## src/rtl/motor_pwm_decoder_pkg.sv

```systemverilog
// Shared definitions for the motor PWM decoder: the drive-mode encoding
// (same codes as the drive side) and the default PWM counter width.
package motor_pwm_decoder_pkg;

  localparam int PERIOD_BITS_DEF = 10;

  localparam logic [1:0] BRAKE = 2'b00;
  localparam logic [1:0] FWD   = 2'b01;
  localparam logic [1:0] REV   = 2'b10;
  localparam logic [1:0] FAULT = 2'b11;

endpackage

```

## src/rtl/motor_pwm_chan.sv

```systemverilog
// One H-bridge side of the PWM decoder: counts forward-high, reverse-high
// and both-high clocks over a measurement window, then classifies the
// window into a mode and a signed-magnitude command.
module motor_pwm_chan
  import motor_pwm_decoder_pkg::*;
#(
  parameter int PERIOD_BITS = PERIOD_BITS_DEF
) (
  input  logic                 clk,
  input  logic                 rst_n,
  input  logic                 fwd,
  input  logic                 rev,
  input  logic                 win_end,
  output logic [PERIOD_BITS:0] cmd,
  output logic [1:0]           mode
);

  localparam logic [PERIOD_BITS:0] FULL = {1'b1, {PERIOD_BITS{1'b0}}};
  localparam logic [PERIOD_BITS:0] SAT  = {(PERIOD_BITS + 1){1'b1}};
  localparam logic [PERIOD_BITS:0] ONE  = {{PERIOD_BITS{1'b0}}, 1'b1};

  logic [PERIOD_BITS:0] fwd_hi_q, fwd_hi_d;
  logic [PERIOD_BITS:0] rev_hi_q, rev_hi_d;
  logic [PERIOD_BITS:0] both_hi_q, both_hi_d;
  logic [PERIOD_BITS:0] fwd_sum, rev_sum, both_sum;
  logic [PERIOD_BITS:0] cmd_q, cmd_d;
  logic [1:0]           mode_q, mode_d;

  // Saturating accumulation; at window end classify using the totals that
  // include this cycle's sample, and restart the counts from zero.
  always_comb begin
    fwd_sum  = (fwd && (fwd_hi_q != SAT)) ? fwd_hi_q + ONE : fwd_hi_q;
    rev_sum  = (rev && (rev_hi_q != SAT)) ? rev_hi_q + ONE : rev_hi_q;
    both_sum = (fwd && rev && (both_hi_q != SAT)) ? both_hi_q + ONE : both_hi_q;
    fwd_hi_d  = fwd_sum;
    rev_hi_d  = rev_sum;
    both_hi_d = both_sum;
    cmd_d     = cmd_q;
    mode_d    = mode_q;
    if (win_end) begin
      fwd_hi_d  = '0;
      rev_hi_d  = '0;
      both_hi_d = '0;
      if (both_sum == FULL) begin
        mode_d = BRAKE;
        cmd_d  = '0;
      end else if ((both_sum != '0) || ((fwd_sum != '0) && (rev_sum != '0))) begin
        // Shoot-through or mixed drive: flag it, keep the last good command.
        mode_d = FAULT;
      end else if (fwd_sum != '0) begin
        mode_d = FWD;
        cmd_d  = {1'b0, fwd_sum[PERIOD_BITS-1:0]};
      end else begin
        // Reverse duty, including the all-low reverse-zero command.
        mode_d = REV;
        cmd_d  = {1'b1, rev_sum[PERIOD_BITS-1:0]};
      end
    end
  end

  // Accumulator and result registers.
  always_ff @(posedge clk or negedge rst_n) begin
    if (!rst_n) begin
      fwd_hi_q  <= '0;
      rev_hi_q  <= '0;
      both_hi_q <= '0;
      cmd_q     <= '0;
      mode_q    <= BRAKE;
    end else begin
      fwd_hi_q  <= fwd_hi_d;
      rev_hi_q  <= rev_hi_d;
      both_hi_q <= both_hi_d;
      cmd_q     <= cmd_d;
      mode_q    <= mode_d;
    end
  end

  assign cmd  = cmd_q;
  assign mode = mode_q;

endmodule

```

## src/rtl/motor_pwm_decoder.sv

```systemverilog
// Motor PWM decoder top: reconstructs left/right wheel commands and drive
// modes from the four H-bridge gate signals, one result per window of
// 2^PERIOD_BITS clocks.
// Optional build macro MOTOR_PWM_DEC_SYNC_EN adds 2-flop input synchronizers
// and delays the window counter start by 2 clocks to stay aligned.
module motor_pwm_decoder
  import motor_pwm_decoder_pkg::*;
#(
  parameter int PERIOD_BITS = PERIOD_BITS_DEF
) (
  input  logic                 clk,
  input  logic                 rst_n,
  input  logic                 fwd_lft,
  input  logic                 rev_lft,
  input  logic                 fwd_rht,
  input  logic                 rev_rht,
  output logic [PERIOD_BITS:0] lft_cmd,
  output logic [PERIOD_BITS:0] rht_cmd,
  output logic [1:0]           lft_mode,
  output logic [1:0]           rht_mode,
  output logic                 cmd_vld
);

  localparam logic [PERIOD_BITS-1:0] CNT_ONE = {{(PERIOD_BITS - 1){1'b0}}, 1'b1};
  localparam logic [PERIOD_BITS-1:0] CNT_MAX = {PERIOD_BITS{1'b1}};

  // Gate bundle order: {fwd_lft, rev_lft, fwd_rht, rev_rht}
  logic [3:0]             gate_raw, gate;
  logic                   run;
  logic                   win_end;
  logic [PERIOD_BITS-1:0] cnt_q, cnt_d;
  logic                   cmd_vld_q, cmd_vld_d;

  assign gate_raw = {fwd_lft, rev_lft, fwd_rht, rev_rht};

`ifdef MOTOR_PWM_DEC_SYNC_EN
  logic [3:0] sync1_q, sync2_q;
  logic [1:0] start_q, start_d;

  // Hold the window counter at 0 until the synchronizer pipeline is full.
  always_comb begin
    start_d = (start_q == 2'd2) ? start_q : start_q + 2'd1;
  end

  // Two-flop synchronizers and start-delay register.
  always_ff @(posedge clk or negedge rst_n) begin
    if (!rst_n) begin
      sync1_q <= '0;
      sync2_q <= '0;
      start_q <= '0;
    end else begin
      sync1_q <= gate_raw;
      sync2_q <= sync1_q;
      start_q <= start_d;
    end
  end

  assign gate = sync2_q;
  assign run  = (start_q == 2'd2);
`else
  assign gate = gate_raw;
  assign run  = 1'b1;
`endif

  // Free-running window counter; results post on the edge after its maximum.
  always_comb begin
    win_end   = run && (cnt_q == CNT_MAX);
    cnt_d     = run ? cnt_q + CNT_ONE : cnt_q;
    cmd_vld_d = win_end;
  end

  // Window counter and result-valid pulse.
  always_ff @(posedge clk or negedge rst_n) begin
    if (!rst_n) begin
      cnt_q     <= '0;
      cmd_vld_q <= 1'b0;
    end else begin
      cnt_q     <= cnt_d;
      cmd_vld_q <= cmd_vld_d;
    end
  end

  assign cmd_vld = cmd_vld_q;

  motor_pwm_chan #(.PERIOD_BITS(PERIOD_BITS)) u_chan_lft (
    .clk     (clk),
    .rst_n   (rst_n),
    .fwd     (gate[3]),
    .rev     (gate[2]),
    .win_end (win_end),
    .cmd     (lft_cmd),
    .mode    (lft_mode)
  );

  motor_pwm_chan #(.PERIOD_BITS(PERIOD_BITS)) u_chan_rht (
    .clk     (clk),
    .rst_n   (rst_n),
    .fwd     (gate[1]),
    .rev     (gate[0]),
    .win_end (win_end),
    .cmd     (rht_cmd),
    .mode    (rht_mode)
  );

endmodule

```

## config.mk

```make
export PLATFORM = sky130hd
export DESIGN_NAME = motor_pwm_decoder
export DESIGN_NICKNAME = d
export VERILOG_FILES = /design/src/rtl/motor_pwm_decoder_pkg.sv /design/src/rtl/motor_pwm_chan.sv /design/src/rtl/motor_pwm_decoder.sv
export SDC_FILE = /design/constraint.sdc
export NUM_CORES = 1
export LEC_CHECK = 0
export ABC_AREA = 1
export BUFFER_PORTS_ARGS = -buffer_cell sky130_fd_sc_hd__buf_2
export CORE_MARGIN = 5
export CORE_UTILIZATION = 60
export CTS_CLUSTER_SIZE = 8
export DETAILED_ROUTE_END_ITERATION = 6
export GPL_TIMING_DRIVEN = 0
export PLACE_DENSITY = 0.84
export REMOVE_ABC_BUFFERS = 1
export SETUP_SLACK_MARGIN = 0.1
export SLEW_MARGIN = 20
export SYNTH_ARGS = -nofsm -noshare
export SYNTH_HDL_FRONTEND = slang
export SYNTH_HIERARCHICAL = 1
export SYNTH_SLANG_ARGS = --single-unit
export TNS_END_PERCENT = 5
```

## constraint.sdc

```tcl
create_clock -name clk -period 2.9 [get_ports clk]
set_input_delay 0.145 -clock clk [delete_from_list [all_inputs] [get_ports clk]]
set_output_delay 0.145 -clock clk [all_outputs]
set_load 0.05 [all_outputs]
```

After elaboration in Yosys (flattened, before gate mapping):

Cells that the tools add are included.
Widths: inputs -> output; s select.

* add/subtract/negate cells: 7
* equal/unequal tests: 11
* multiplexer cells: 24
* reductions and logical operators: 20

Operators by type and width (number)
* $mux 11: 18
* $add 11x1->11 const B: 6
* $ne 11x11->1 const B: 6
* $reduce_bool 11->1: 6
* $eq 11x11->1 const B: 2
* $mux 2: 6
* $add 10x1->10 const B: 1
* $eq 10x10->1 const B: 1
* $logic_and 1x1->1: 10
* $ne 2x1->1 const B: 2
* $reduce_and 2->1: 2
* $logic_or 1x1->1: 2

* bits in registers: 103
* input port bits: 6
* output and inout bits: 27
* logic and storage cells: 74

Logic depth before layout (Yosys ltp):

Gate-level depths: netlist of the first run.

* word-level depth: 8
* gate-level depth with buffers: 16
* mapped depth without buffers: 16

Hierarchy:

Netlist of the first run, hierarchy kept.

By module, submodules not included
* motor_pwm_chan: times used 2, cells an instance 466, area an instance 3104.2 µm², sequential area each 1151.1 µm²
* motor_pwm_decoder: times used 1, cells an instance 55, area an instance 494.2 µm², sequential area each 275.3 µm²

Worst setup path before layout of the first run:

Ideal clock, no wire load.

* path type: register to register
* from: reg u_chan_lft.fwd_hi_q[0]
* to: reg u_chan_lft.cmd_q[2], in the netlist u_chan_lft/cmd[2]
* library setup time: 118 ps
* arrival: 1956 ps
* data required time: 2782 ps
* path slack: 826 ps
* cell stages (with the launch flop): 16
* path buffers: 2
* clock period less this slack: 2074 ps
* path through: dfrtp_1 > ha_1 > inv_1 > nor2_4 > nand3_4 > buf_6 > nand3_1 > nand2_2 > nand2_1 > nor2_2 > nand3_4 > nand3_4 > nand2_4 > buf_8 > nand2_1 > nand2_1

* word-level cells in the longest chain between the ends: 8
* elaborated cells between the ends (all ways): 12
* classes of those cells: 1 x add/sub; 2 x eq/ne; 4 x mux; 5 x reduce/logical

RTL lines
* start, declared: RTL line motor_pwm_chan.sv:22 `logic [PERIOD_BITS:0] fwd_hi_q, fwd_hi_d;`
* start signal, assigned: RTL line motor_pwm_chan.sv:70 `fwd_hi_q <= fwd_hi_d;`
* parallel branches: the longest is 2 deep, another holds $add 11x1->11
* $mux 11 (*): RTL line motor_pwm_chan.sv:32 `fwd_sum = (fwd && (fwd_hi_q != SAT)) ? fwd_hi_q + ONE : fwd_hi_q;`
* $reduce_bool 11->1: RTL line motor_pwm_chan.sv:47, motor_pwm_chan.sv:50
* $logic_and 1x1->1: RTL line motor_pwm_chan.sv:47 `end else if ((both_sum != '0) || ((fwd_sum != '0) && (rev_sum != '0))) begin`
* $logic_or 1x1->1: RTL line motor_pwm_chan.sv:47
* $ne 2x1->1 (no line)
* $reduce_and 2->1 (no line)
* end signal, assigned: RTL line motor_pwm_chan.sv:73 `cmd_q <= cmd_d;`
* end, declared: RTL line motor_pwm_chan.sv:26 `logic [PERIOD_BITS:0] cmd_q, cmd_d;`

Mark *: on every way between the ends. The select of a mux whose other input is x is not followed.
A chain may end at the register's enable or synchronous reset.

Worst setup path in the final report of the first run:

* from: reg cnt_q[0]
* to: reg u_chan_lft.cmd_q[4], in the netlist u_chan_lft/cmd[4]

* word-level cells in the longest chain between the ends: 2

RTL lines
* start, declared: RTL line motor_pwm_decoder.sv:31 `logic [PERIOD_BITS-1:0] cnt_q, cnt_d;`
* start signal, assigned: RTL line motor_pwm_decoder.sv:78 `cnt_q <= cnt_d;`
* $eq 10x10->1: RTL line motor_pwm_decoder.sv:67 `win_end = run && (cnt_q == CNT_MAX);`
* net cmd_vld_d: RTL line motor_pwm_decoder.sv:32 `logic cmd_vld_q, cmd_vld_d;`
* $reduce_and 2->1 (no line)

The timed path passes the listed nets, and every way through them passes these cells.

==> results of run 1 <==
==> what timing repair did <==
action / CTS / global route
setup endpoints to repair: 0 / 16
hold buffers: 1 / 0
gates resized for setup: 0 / 2
hold endpoints to repair: 103 / 0
==> final timing paths <==
check	endpoint	startpoint
max	u_chan_lft/cmd[4]$_DFFE_PN0P_	cnt_q[0]$_DFF_PN0_
min	u_chan_rht/rev_hi_q[1]$_DFF_PN0_	rst_n
max reg2reg	u_chan_lft/cmd[4]$_DFFE_PN0P_	cnt_q[0]$_DFF_PN0_
min reg2reg	u_chan_lft/cmd[4]$_DFFE_PN0P_	u_chan_lft/cmd[4]$_DFFE_PN0P_
max in group asynchronous	u_chan_lft/fwd_hi_q[10]$_DFF_PN0_	rst_n
min in group clk	u_chan_rht/rev_hi_q[0]$_DFF_PN0_	rev_rht
==> cell usage in the layout (no fill, tap or decap), types with 2 or more instances in the layout <==
master    instances
o21ai_0           7
nand3b_1          2
buf_2            31
nor2_1          134
nand2_1         329
o21bai_1          2
nand3_2           5
xor2_1            6
inv_1           128
ha_1              7
nand3_1         114
clkbuf_8          9
a21oi_1          16
o21ai_2           8
nor3b_1           2
nor3_1            8
inv_2             6
nand4_1          22
nor2b_1           2
nand3_4           8
inv_6             2
dfrtp_1         103
nor2_2           20
nand2_4           4
nand2_2          20
a31oi_1           2
nor2_4            9
buf_16            2
==> cell families (layout without fill, tap and decap cells) <==
kind of cell             count (synthesis)  in the layout  share of synthesized area
AND/OR/NAND/NOR                        679            679                     0.4615
buffers and inverters                  156            186                     0.1001
flip-flops                             103            103                     0.3845
AO/OA/AOI/OAI                           35             35                    0.03173
adder cells (fa/ha/maj)                  7              7                    0.01307
XOR/XNOR                                 7              7                   0.009147
==> layout make-up <==
cell class | instances | area [µm²] | area share
clock buffer | 9 | 123.9 | 0.01727
clock inverter | 7 | 66.31 | 0.009243
inverter | 134 | 503.0 | 0.07011
multi-input combinational | 728 | 3477 | 0.4847
sequential | 103 | 2577 | 0.3593
tap | 140 | 175.2 | 0.02442
timing repair buffer | 36 | 251.5 | 0.03505
==> where the power goes <==
group / internal, mW / switching [mW]
Sequential: 1.82 / 0.442
Clock: 0.331 / 0.559
Combinational: 0.767 / 1.55
Total: 2.92 / 2.55
==> cell usage after synthesis, drive strengths merged, types with 6 or more instances <==
library cell / instances
nand2: 353
nor2: 163
inv: 134
nand3: 127
dfrtp: 103
nand4: 22
a21oi: 16
buf: 16
o21ai: 15
nor3: 8
ha: 7
clkbuf: 6
xor2: 6
==> flip-flops by register name, indices dropped and copies added (netlist names) <==
signal	cells
cmd_vld	1
u_chan_lft/cmd	11
u_chan_lft/mode	2
u_chan_rht/cmd	11
u_chan_rht/both_hi_q	11
u_chan_lft/both_hi_q	11
u_chan_rht/rev_hi_q	11
cnt_q	10
u_chan_lft/rev_hi_q	11
u_chan_rht/mode	2
u_chan_lft/fwd_hi_q	11
u_chan_rht/fwd_hi_q	11
==> routing by layer <==
metal  vias to the layer above  GRT usage  wire [µm]
li1                       3118          -          -
met1                      2779     0.2983       6383
met2                       108     0.3654       6479
met3                        13    0.04961        559
met4                         0    0.04795        127
met5                         -          0          0
==> per-stage QoR <==
step	setup TNS [ns]	power [mW]	instance area [µm²]	utilization
after floorplan	-63.34	4.057	6535	-
after global placement	-199.33	4.487	6870	0.6310
after detailed placement	0	4.569	6959	0.6392
after CTS	0	5.473	7159	0.6576
after global routing	0	6.030	7174	0.6589
final	0	5.475	7174	0.6589
==> impl_metrics.ini, run 1 <==
[status]
status = finished, final reports clean

[sta]
timing.fmax_mhz = 392.0
period_share = 0.8796
holdWs_ns = 0.1495
relSlewSlack = 0.6774
finalSetupViolCount = 0
worst_slack_ns = 0.3490
min_period_ns = 2.551
finalClockSkew_ns = 0.01509
hold_viol = 0
drv_slew = 0
grt_setup_unrepaired = true
tightest_slew_ns = 0.4828

[yosys]
syn_inst = 987
async_flop_share = 1.000
synth_edf_count = 0
ys_ff_latch = 103
netlist.area_leader.share = 0.3845
synth_area_leader_cell = dfrtp_1
synthTopCellsByArea = dfrtp_1 38%, nand2_1 18%, nand3_1 8.5%
syn-cell-area_mm2 = 0.006703
ys_warn_count = 6
synth_flop_cell = dfrtp_1
ys_seq_area_frac = 0.3845
syn_avg_cell_area_um2 = 6.791
synth_cell_types = 31

[worst_setup_path]
rrSetupSlack_ns = 0.35
path_depth = 13
worstPathMaxFanout = 30
arrival_ns = 2.88
path_delay_family = simple AND/OR/NAND/NOR gates
r2r_cells = 13
end_kind = register
cpMaxStageDelayCell = dfrtp_1
path_buf_inv = 4
crit_chain = ha_1 > nand3_2 > nor2_4 > nand2_1 > nor2_4 > buf_12 > buf_16 > inv_1 > nor2_4 > nand2_4 > inv_2 > nand2_1 > nand2_1
start_kind = register
cp_slowest_stage_delay_ns = 0.41
critPathKind = reg2reg
required_ns = 3.23

[floorplan]
die_height_um = 115.7
floorplan.initialDensity = 0.6156
dieArea_mm2 = 0.01339
io_pins = 33
num_rows = 38
fp.dieW_um = 115.7
core_mm2 = 0.01089

[drt]
firstDrtPassIters = 7
routed_wl_um = 13550
drc = 0
via_per_inst = 5.201
vias = 6018
avgRoutedWirePerCell_um = 11.71
ant_nets = 0
drtIter0Drc = 400

[placement]
globalplace.congestion = 0.8827
dp_hpwl_um = 10000
dp.cells = 1140
pre_cts_ws_ns = 0.3430
port_buffers = 32

[grt]
grt_pass1_wl_um = 24030
grt_overflow_total = 0
grt.total_usage = 0.2200
antenna_found_initial = 0
grt_pass1_vias = 5403
grt_max_degree = 83

[final_layout]
layout-drive-gt1-share = 0.1288
syn2layout_area_growth_pct = 7.038
fin_nets = 1025
instances_no_fill = 1157
num-fill-cells = 962
antenna_cells = 0

[power_and_ir_drop]
power_leakage_nw = 3.823
worst_ir_drop_vdd_mv = 0.5127
powerDensity_mw_per_mm2 = 763.1

[clock_network]
clockBufferDepth = 2
cts.clk_slew.worst_paths_ns = 0.11
cts_buffers = 9
cts_setup_buffers = 0
htree_levels = 3
clk_latency_ns = 0.40
cts_tree = done
clock-sinks = 103
root_buffer = clkbuf_8

[hold_path]
hp-class = in2async

[run]
cap_viol_max_count = 0
(Power assumes the default switching activity.)
==> run 2, diff against run 1 <==
--- a/config.mk
+++ b/config.mk
@@ -18,6 +18,5 @@
 export SLEW_MARGIN = 20
 export SYNTH_ARGS = -nofsm -noshare
 export SYNTH_HDL_FRONTEND = slang
-export SYNTH_HIERARCHICAL = 1
 export SYNTH_SLANG_ARGS = --single-unit
 export TNS_END_PERCENT = 5
==> run 2 against run 1 <==
Compared with the run above:
- synthesized cell count decreased by 9.7%
- wire length decreased by 5.4%
- sequential power decreased by 5%
- largest power group is now sequential cells
- maximum frequency decreased by 1.7%
- non-clock buffer count unchanged
- critical endpoint is now u_chan_lft.cmd[0]$_DFFE_PN0P_
- clock-buffer cell count unchanged
- highest routed layer unchanged
- cell count decreased by 8.9%
- critical path type unchanged
- total power decreased by 13%
- combinational power decreased by 23%
==> impl_metrics.ini, run 2 <==
[worst_setup_path]
critPathKind = reg2reg
arrival_ns = 2.91
crit_start = u_chan_lft.fwd_hi_q[0]$_DFF_PN0_
r2r_start = u_chan_lft.fwd_hi_q[0]$_DFF_PN0_
start_kind = register
end_kind = register
worstPathMaxFanout = 15
required_ns = 3.22

[grt]
grt_pass1_vias = 5264
grt_max_degree = 72
grt_overflow_total = 0
grt_pass1_wl_um = 22840
antenna_found_initial = 0
grt.total_usage = 0.2140

[clock_network]
cts_buffers = 9
clockBufferDepth = 2
htree_levels = 3
root_buffer = clkbuf_8
clock-sinks = 103
cts_tree = done
clk_latency_ns = 0.38
cts.clk_slew.worst_paths_ns = 0.10

[power_and_ir_drop]
p_int_mw = 2.694
power.switching_mw = 2.073
total_power_mw = 4.766
powerDensity_mw_per_mm2 = 705.6
worst_ir_drop_vdd_mv = 0.5030
comb_power_share = 0.376
p_seq_frac = 0.448
clkPwrFrac = 0.176
p_sw_frac = 0.4348
power_leakage_nw = 3.642

[yosys]
synth_flop_cell = dfrtp_1
synth_edf_count = 0
ys_top_cells_by_count = 292 x nand2_1, 114 x inv_1, 111 x nor2_1
syn_inst = 891
async_flop_share = 1.000
syn_avg_cell_area_um2 = 7.076
syn-cell-area_mm2 = 0.006305
ys_warn_count = 0
ys_seq_area_frac = 0.4088
synth_cell_types = 33
netlist.area_leader.share = 0.4088
ys_ff_latch = 103
synth_area_leader_cell = dfrtp_1
yosysMostFrequentCell = nand2_1
synthTopCellsByArea = dfrtp_1 41%, nand2_1 17%, inv_1 6.8%

[floorplan]
floorplan.initialDensity = 0.6135
core_mm2 = 0.01028
num_rows = 37
io_pins = 33
fp.dieW_um = 112.5
die_height_um = 112.5
dieArea_mm2 = 0.01266

[final_layout]
instances_no_fill = 1054
syn2layout_area_growth_pct = 7.144
final_cell_mix = 292 x nand2_1, 114 x inv_1, 109 x nor2_1
mostFrequentLayoutCell = nand2_1
fin_area_mm2 = 0.006755
layout-drive-gt1-share = 0.1307
antenna_cells = 0
fin_nets = 926

[hold_path]
min-delay-start = rev_rht
hp-class = in2reg

[sta]
finalClockSkew_ns = 0.01622
period_share = 0.8944
timing.fmax_mhz = 385.5
relSlewSlack = 0.5044
drv_slew = 0
tightest_slew_ns = 0.7433
hold_viol = 0
finalSetupViolCount = 0
holdWs_ns = 0.1270
min_period_ns = 2.594
grt_setup_unrepaired = true

[placement]
detailed_place.area_mm2 = 0.006505
globalplace.congestion = 0.8827
dp_hpwl_um = 9362
dp.cells = 1035
port_buffers = 32

[drt]
ant_nets = 0
vias = 5521
via_per_inst = 5.238
avgRoutedWirePerCell_um = 12.17
drtIter0Drc = 360
firstDrtPassIters = 5
drc = 0
routed_wl_um = 12820

[status]
status = finished, final reports clean

[run]
cap_viol_max_count = 0
run 2: cell type report:
cell class,count,area [µm²]
Sequential cell,103,2577
Tap cell,136,170.2
Inverter,119,449.2
Clock inverter,7,53.80
Clock buffer,9,123.9
Multi-Input combinational cell,644,3162
Fill cell,905,3522
Timing Repair Buffer,36,219.0
run 2: final timing paths:
path / end / cells after the start / slack (ns)
max reg2reg: u_chan_lft.cmd[0]$_DFFE_PN0P_ / 15 / 0.31
min reg2reg: u_chan_rht.cmd[6]$_DFFE_PN0P_ / 2 / 0.48
min: u_chan_rht.rev_hi_q[3]$_DFF_PN0_ / 3 / 0.13
max: u_chan_lft.cmd[0]$_DFFE_PN0P_ / 15 / 0.31
min in group asynchronous: cnt_q[3]$_DFF_PN0_ / 2 / 0.27
max in group asynchronous: u_chan_rht.rev_hi_q[4]$_DFF_PN0_ / 3 / 2.02
run 2: critical path: stages (launching register included):
cell,delay [ns]
dfrtp_1,0.45
ha_1,0.27
inv_1,0.10
nor2_4,0.16
nand3_4,0.19
nand2_1,0.19
nand2_1,0.06
nand2_1,0.12
nand3_2,0.11
nor2_4,0.22
nand2_4,0.11
nand3_4,0.09
nand2_4,0.13
inv_2,0.16
nand2_1,0.08
nand2_1,0.06
run 2: per-stage QoR:
stage	setup TNS, ns	setup slack (ns)	utilization
CTS	0	0.1110	0.6527
floorplan	0	0.4042	-
global placement	-0.7208	-0.07363	0.6294
global route	0	0.04823	0.6573
finish	0	0.3062	0.6573
detailed placement	-1.118	-0.1318	0.6329
run 2: routing by layer:
| metal | share of wire | wire length [µm] | GRT usage | vias up |
|---|---|---|---|---|
| li1 | - | - | - | 2851 |
| met1 | 0.44 | 5681 | 0.2610 | 2551 |
| met2 | 0.50 | 6420 | 0.3826 | 100 |
| met3 | 0.038 | 481 | 0.04205 | 19 |
| met4 | 0.019 | 238 | 0.06490 | 0 |
| met5 | 0 | 0 | 0 | - |
run 2: power by group through the flow:
stage / registers [mW] / clock network, mW / logic [mW]
final: 2.14 / 0.839 / 1.79
after global routing: 2.20 / 0.934 / 2.10
after CTS: 2.13 / 0.872 / 1.77
after detailed placement: 2.16 / 0 / 1.75
after global placement: 2.14 / 0 / 1.68
after floorplan: 2.07 / 0 / 1.42
run 2: what timing repair did:
| action | CTS | global route |
|---|---|---|
| setup endpoints to repair | 11 | 24 |
| setup buffers | 0 | 2 |
| gates resized for setup | 4 | 6 |
| endpoints found under the hold margin | 51 | 0 |
| hold buffers | 1 | 0 |
| pin swaps | 0 | 1 |
run 2: cell families (layout without fill, tap and decap cells):
logic type | after synthesis | count (layout) | synth area share
AOI/OAI and AO/OA | 37 | 37 | 0.03830
xor gates and xnor gates | 11 | 11 | 0.01528
adders and majority gates | 7 | 7 | 0.01389
buffers and inverters | 144 | 171 | 0.09724
DFF | 103 | 103 | 0.4088
and+or+nand+nor | 589 | 589 | 0.4265
